**config.mk**
```make
export PLATFORM = sky130hd
export DESIGN_NAME = ifu_fetch_queue
export DESIGN_NICKNAME = d
export VERILOG_FILES = /design/src/rtl/ifu_fetch_queue.sv
export SDC_FILE = /design/constraint.sdc
export NUM_CORES = 1
export LEC_CHECK = 0
export CORE_AREA = 10 10 170 172
export DETAILED_ROUTE_END_ITERATION = 6
export DIE_AREA = 0 0 180 182
export GPL_TIMING_DRIVEN = 0
export HOLD_SLACK_MARGIN = 0.1
export SLEW_MARGIN = 20
export SYNTH_ARGS = -nofsm -noshare
export SYNTH_HDL_FRONTEND = slang
export SYNTH_SLANG_ARGS = --single-unit
```
**constraint.sdc**
```tcl
create_clock -name clk -period 4.7 [get_ports clk]
set_input_delay 0.94 -clock clk [delete_from_list [all_inputs] [get_ports clk]]
set_output_delay 0.94 -clock clk [all_outputs]
set_load 0.03 [all_outputs]
```
**src/rtl/ifu_fetch_queue.sv**
```systemverilog
// Instruction fetch stage: issues word fetches under a credit limit, queues in-order
// responses with their PCs for decode, and drops stale responses after a redirect.
module ifu_fetch_queue #(
    parameter logic [31:0] RESET_PC = 32'h8000_0000,
    parameter int unsigned QDEPTH   = 2,
    parameter int unsigned CNT_W    = 2
) (
    input  logic        clk,
    input  logic        rst,
    output logic        imem_req_valid,
    input  logic        imem_req_ready,
    output logic [31:0] imem_req_addr,
    input  logic        imem_rsp_valid,
    input  logic [31:0] imem_rsp_data,
    input  logic        redirect_valid,
    input  logic [31:0] redirect_pc,
    output logic        if_valid,
    input  logic        if_ready,
    output logic [31:0] if_pc,
    output logic [31:0] if_inst,
    output logic        if_idle
);

    localparam int unsigned PTR_W   = (QDEPTH > 1) ? $clog2(QDEPTH) : 1;
    localparam int unsigned SUM_W   = CNT_W + 1;
    localparam logic [31:0] PC_STEP = 32'd4;

    typedef struct packed {
        logic [31:0] pc;
        logic [31:0] inst;
    } fq_entry_t;

    logic [31:0]      fetch_pc_q, fetch_pc_d;
    logic [31:0]      rsp_pc_q, rsp_pc_d;
    logic [CNT_W-1:0] occ_q, occ_d;
    logic [CNT_W-1:0] outst_q, outst_d;
    logic [CNT_W-1:0] disc_q, disc_d;
    logic [PTR_W-1:0] head_q, head_d;
    logic [PTR_W-1:0] tail_q, tail_d;
    fq_entry_t        fq_q [QDEPTH];

    logic        credit_ok;
    logic        req_fire;
    logic        rsp_drop;
    logic        push;
    logic        pop;
    logic [31:0] redirect_target;
    logic        unused_redirect_lsb;

    function automatic logic [PTR_W-1:0] ptr_inc(input logic [PTR_W-1:0] p);
        if (p == PTR_W'(QDEPTH - 1)) begin
            return '0;
        end
        return p + PTR_W'(1);
    endfunction

    // Credit counts both queued entries and requests still in flight (stale ones included).
    assign credit_ok       = (SUM_W'(occ_q) + SUM_W'(outst_q)) < SUM_W'(QDEPTH);
    assign imem_req_valid  = !rst && !redirect_valid && credit_ok;
    assign imem_req_addr   = fetch_pc_q;
    assign req_fire        = imem_req_valid && imem_req_ready;

    assign rsp_drop        = imem_rsp_valid && (disc_q != '0);
    assign push            = imem_rsp_valid && !rsp_drop && !redirect_valid;
    assign pop             = (occ_q != '0) && if_ready && !redirect_valid;

    assign redirect_target     = {redirect_pc[31:2], 2'b00};
    assign unused_redirect_lsb = ^redirect_pc[1:0];

    assign if_valid = (occ_q != '0);
    assign if_pc    = fq_q[head_q].pc;
    assign if_inst  = fq_q[head_q].inst;
    assign if_idle  = (occ_q == '0) && (outst_q == '0) && (disc_q == '0);

    // Next-state for PCs, pointers and counters; redirect overrides everything else.
    always_comb begin
        fetch_pc_d = fetch_pc_q;
        rsp_pc_d   = rsp_pc_q;
        occ_d      = occ_q;
        outst_d    = outst_q + CNT_W'(req_fire) - CNT_W'(imem_rsp_valid);
        disc_d     = disc_q;
        head_d     = head_q;
        tail_d     = tail_q;

        if (redirect_valid) begin
            fetch_pc_d = redirect_target;
            rsp_pc_d   = redirect_target;
            occ_d      = '0;
            head_d     = '0;
            tail_d     = '0;
            // Whatever is still in flight after this cycle belongs to the old path.
            disc_d     = outst_d;
        end else begin
            if (req_fire) begin
                fetch_pc_d = fetch_pc_q + PC_STEP;
            end
            if (rsp_drop) begin
                disc_d = disc_q - CNT_W'(1);
            end
            if (push) begin
                rsp_pc_d = rsp_pc_q + PC_STEP;
                tail_d   = ptr_inc(tail_q);
            end
            if (pop) begin
                head_d = ptr_inc(head_q);
            end
            occ_d = occ_q + CNT_W'(push) - CNT_W'(pop);
        end
    end

    always_ff @(posedge clk) begin
        if (rst) begin
            fetch_pc_q <= RESET_PC;
            rsp_pc_q   <= RESET_PC;
            occ_q      <= '0;
            outst_q    <= '0;
            disc_q     <= '0;
            head_q     <= '0;
            tail_q     <= '0;
        end else begin
            fetch_pc_q <= fetch_pc_d;
            rsp_pc_q   <= rsp_pc_d;
            occ_q      <= occ_d;
            outst_q    <= outst_d;
            disc_q     <= disc_d;
            head_q     <= head_d;
            tail_q     <= tail_d;
        end
    end

    // Queue storage is cleared on reset so the head reads as zero until the first fill.
    always_ff @(posedge clk) begin
        if (rst) begin
            fq_q <= '{default: '0};
        end else if (push) begin
            fq_q[tail_q] <= '{pc: rsp_pc_q, inst: imem_rsp_data};
        end
    end

    always_ff @(posedge clk) begin
        if (!rst) begin
            assert (!push || (occ_q < CNT_W'(QDEPTH)));
            assert (!imem_rsp_valid || (outst_q != '0));
        end
    end

endmodule

```
==> impl_metrics.csv <==
group,metric,value,unit
final_layout,final_cells,1600,
power_and_ir_drop,p_leak,3.95,nW
clock_network,ctsHtreeMaxLevel,4,
global_routing,grt_antenna_before_repair,0,
floorplan,dieHeight,182,um
logic_synthesis,syn_area,8790,um2
power_and_ir_drop,switchingPower,0.00108,W
setup_path,critical_path.max_fanout,7,
timing,hold_violations,0,
setup_path,critPathKind,"input port to output port",
final_layout,drive_gt1_share,9.57,%
place,finalWeightedCongestion,0.936,
drt,drcViolationCount,0,
place,dp.cells,1568,
global_routing,overflow,0,
power_and_ir_drop,seqPwrFrac,46.1,%
timing,rsz0062_at_grt,"no",
setup_path,r2r-start,"outst_q[0]$_SDFF_PP0_",
final_layout,finalNetCount,1330,
setup_path,reg2reg_to,"disc_q[1]$_SDFFE_PP0P_",
power_and_ir_drop,pwr_density_cell,338,nW/um2
clock_network,clk_pin_slew,0.06,ns
setup_path,arrival,2.88,ns
floorplan,die_w,180,um
clock_network,cts-hold-fix-buffers,0,
floorplan,initial_core_util,34.3,%
timing,fmax,262,MHz
final_layout,fin_area,11400,um2
clock_network,cts_buffers,17,
power_and_ir_drop,p_int,0.00277,W
floorplan,rows,59,
timing,finalCritPeriodShare,81.3,%
logic_synthesis,synth_ff_type,"dfxtp_1",
logic_synthesis,ys_warn_count,0,
logic_synthesis,syn-instance-count,1068,
logic_synthesis,avgSynthCellArea,8.23,um2
power_and_ir_drop,p_clk_share,37.6,%
setup_path,end_kind,"output port",
timing,maxSlewViolCount,0,
global_routing,grt_max_degree,17,
clock_network,clock_latency,0.43,ns
floorplan,fp.coreArea,25600,um2
logic_synthesis,synth_async_sr_flop_share,0,%
worst_hold_path,hold_end,"fq_q[114]$_SDFFE_PP0P_",
drt,drt_iter0_drc,508,
timing,tightest_slew,0.878,ns
flow_run,maxCapViolCount,0,
clock_network,post_cts.repair.setup_buffers,0,
global_routing,grt_pass1_wl,43200,um
timing,final.setup_skew,0.0121,ns
setup_path,crit_required,3.76,ns
timing,fin_crit,3.82,ns
drt,viasPerCell,4.96,
setup_path,r2r.worst_path.cells,13,
final_layout,diodes,0,
logic_synthesis,ys_seq_elements,192,
logic_synthesis,post_synth_num_cell_types,59,
drt,wirelength,27400,um
final_layout,area_growth,30.0,%
worst_hold_path,whs_path_depth,2,
clock_network,cts_tree,"built",
logic_synthesis,ys_seq_area_share,43.7,%
floorplan,pin_count,169,
setup_path,r2r_slack,1.86,ns
worst_hold_path,hold_path.class,"flop to flop",
setup_path,startpoint_type,"input port",
drt,vias,7930,
drt,post_drt_wl_per_cell,17.1,um
power_and_ir_drop,power_frac_comb,16.3,%
global_routing,gr-usage-all-layers,16.4,%
worst_hold_path,hp-start,"fq_q[114]$_SDFFE_PP0P_",
power_and_ir_drop,ir_drop,0.185,mV
final_layout,utilization,44.6,%
run_status,status,"complete, no violations",
clock_network,post_cts_resize_count,0,
place,place_hpwl,20400,um
drt,ant_nets,0,
floorplan,die_area,32800,um2
place,placed_area,10800,um2
drt,dr.pass1.iters,6,
place,io_buffers,162,
global_routing,grt_pass1_vias,7757,
clock_network,root_buffer,"clkbuf_16",
clock_network,cts_sinks,192,
power_and_ir_drop,swShare,28.1,%
timing,finalSetupViolCount,0,
timing,finalSetupTns,0,ns
logic_synthesis,synth_edf_count,0,
timing,slew_headroom,41.4,%
clock_network,clockBufferDepth,2,
[state kept, by name (all words and copies together) (netlist names)]
signal         flops
fq_q             124
imem_req_addr     30
rsp_pc_q          30
disc_q             2
occ_q              2
outst_q            2
head_q             1
tail_q             1
[logic make-up (layout without fill, tap and decap cells)]
kind of cell / Yosys count / in the layout / synth area share [%]
and+or+nand+nor: 428 / 428 / 22.0
AOI/OAI and AO/OA: 215 / 215 / 13.8
DFF: 192 / 192 / 43.7
buffers and inverters: 103 / 297 / 5.17
muxes: 70 / 70 / 8.98
xor gates and xnor gates: 51 / 51 / 5.08
adders and majority gates: 8 / 8 / 1.22
other: 1 / 4 / 0.0427
[layout make-up]
| type | instances | area [um2] |
|---|---|---|
| sequential | 192 | 3840 |
| tap | 335 | 419 |
| clock inverter | 11 | 131 |
| multi-input combinational | 776 | 4500 |
| buffer | 76 | 353 |
| timing repair buffer | 162 | 1620 |
| clock buffer | 21 | 450 |
| fill | 2597 | 14200 |
| inverter | 27 | 101 |
[synth_stat cells, drive strengths merged (11+ instances only)]
library cell	instances	area [um2]
xor2	14	123
nand4	19	134
nor3	17	85.1
inv	27	101
nor2	29	116
buf	11	75.1
nand2	290	1090
a21boi	28	210
dfxtp	192	3840
clkbuf	65	278
mux2	68	769
xnor2	37	324
and3	12	80.1
nand3	19	95.1
a21oi	157	790
[worst max-delay path, cell delays in order]
cell             delay (ns)
clkdlybuf4s50_1        0.50
or2_2                  0.33
clkbuf_4               0.21
nor3_1                 0.19
clkdlybuf4s50_1        0.71
[metal layers]
| layer | up-vias | GRT usage (%) | routed length (um) |
|---|---|---|---|
| met2 | 231 | 25.4 | 12100 |
| met1 | 3715 | 22.1 | 13300 |
| met5 | - | 0 | 0 |
| met4 | 0 | 3.51 | 218 |
| li1 | 3972 | - | - |
| met3 | 12 | 4.51 | 1720 |
[through the flow]
step / hold slack (ns) / power, W / setup slack (ns)
2_1_floorplan: 0.431 / 0.00216 / 1.71
3_3_place_gp: 0.438 / 0.00244 / 0.790
3_5_place_dp: 0.444 / 0.00244 / 0.839
4_1_cts: 0.454 / 0.00389 / 0.823
5_1_grt: 0.468 / 0.00401 / 0.724
6_report: 0.451 / 0.00386 / 0.878
[cells in the final DEF (no fill, tap or decap), types with 9 or more instances in the layout]
master / n
a21oi_1: 156
clkbuf_16: 17
dfxtp_1: 192
nor3_1: 17
nand2_1: 290
xor2_1: 14
mux2_2: 64
nand4_1: 18
inv_1: 26
clkbuf_1: 64
nor2_1: 28
a211oi_1: 9
nand3_1: 19
xnor2_1: 37
clkdlybuf4s50_1: 162
a21boi_0: 25
[how the worst max path moves through the flow]
stage,startpoint,end,slack [ns],cells after the start
after floorplan,rst,imem_req_valid,1.71,3
after global routing,rst,imem_req_valid,0.72,5
after detailed placement,rst,imem_req_valid,0.84,5
final,rst,imem_req_valid,0.88,5
after CTS,rst,imem_req_valid,0.82,5
after global placement,rst,imem_req_valid,0.79,5
[power groups by stage]
stage / registers, W / logic, W / clock network (W)
2_1_floorplan: 0.00183 / 0.000338 / 0
3_3_place_gp: 0.00181 / 0.000630 / 0
3_5_place_dp: 0.00181 / 0.000632 / 0
4_1_cts: 0.00178 / 0.000637 / 0.00148
5_1_grt: 0.00179 / 0.000684 / 0.00154
6_report: 0.00178 / 0.000630 / 0.00145
No activity file was read; power rests on OpenSTA's default activity.
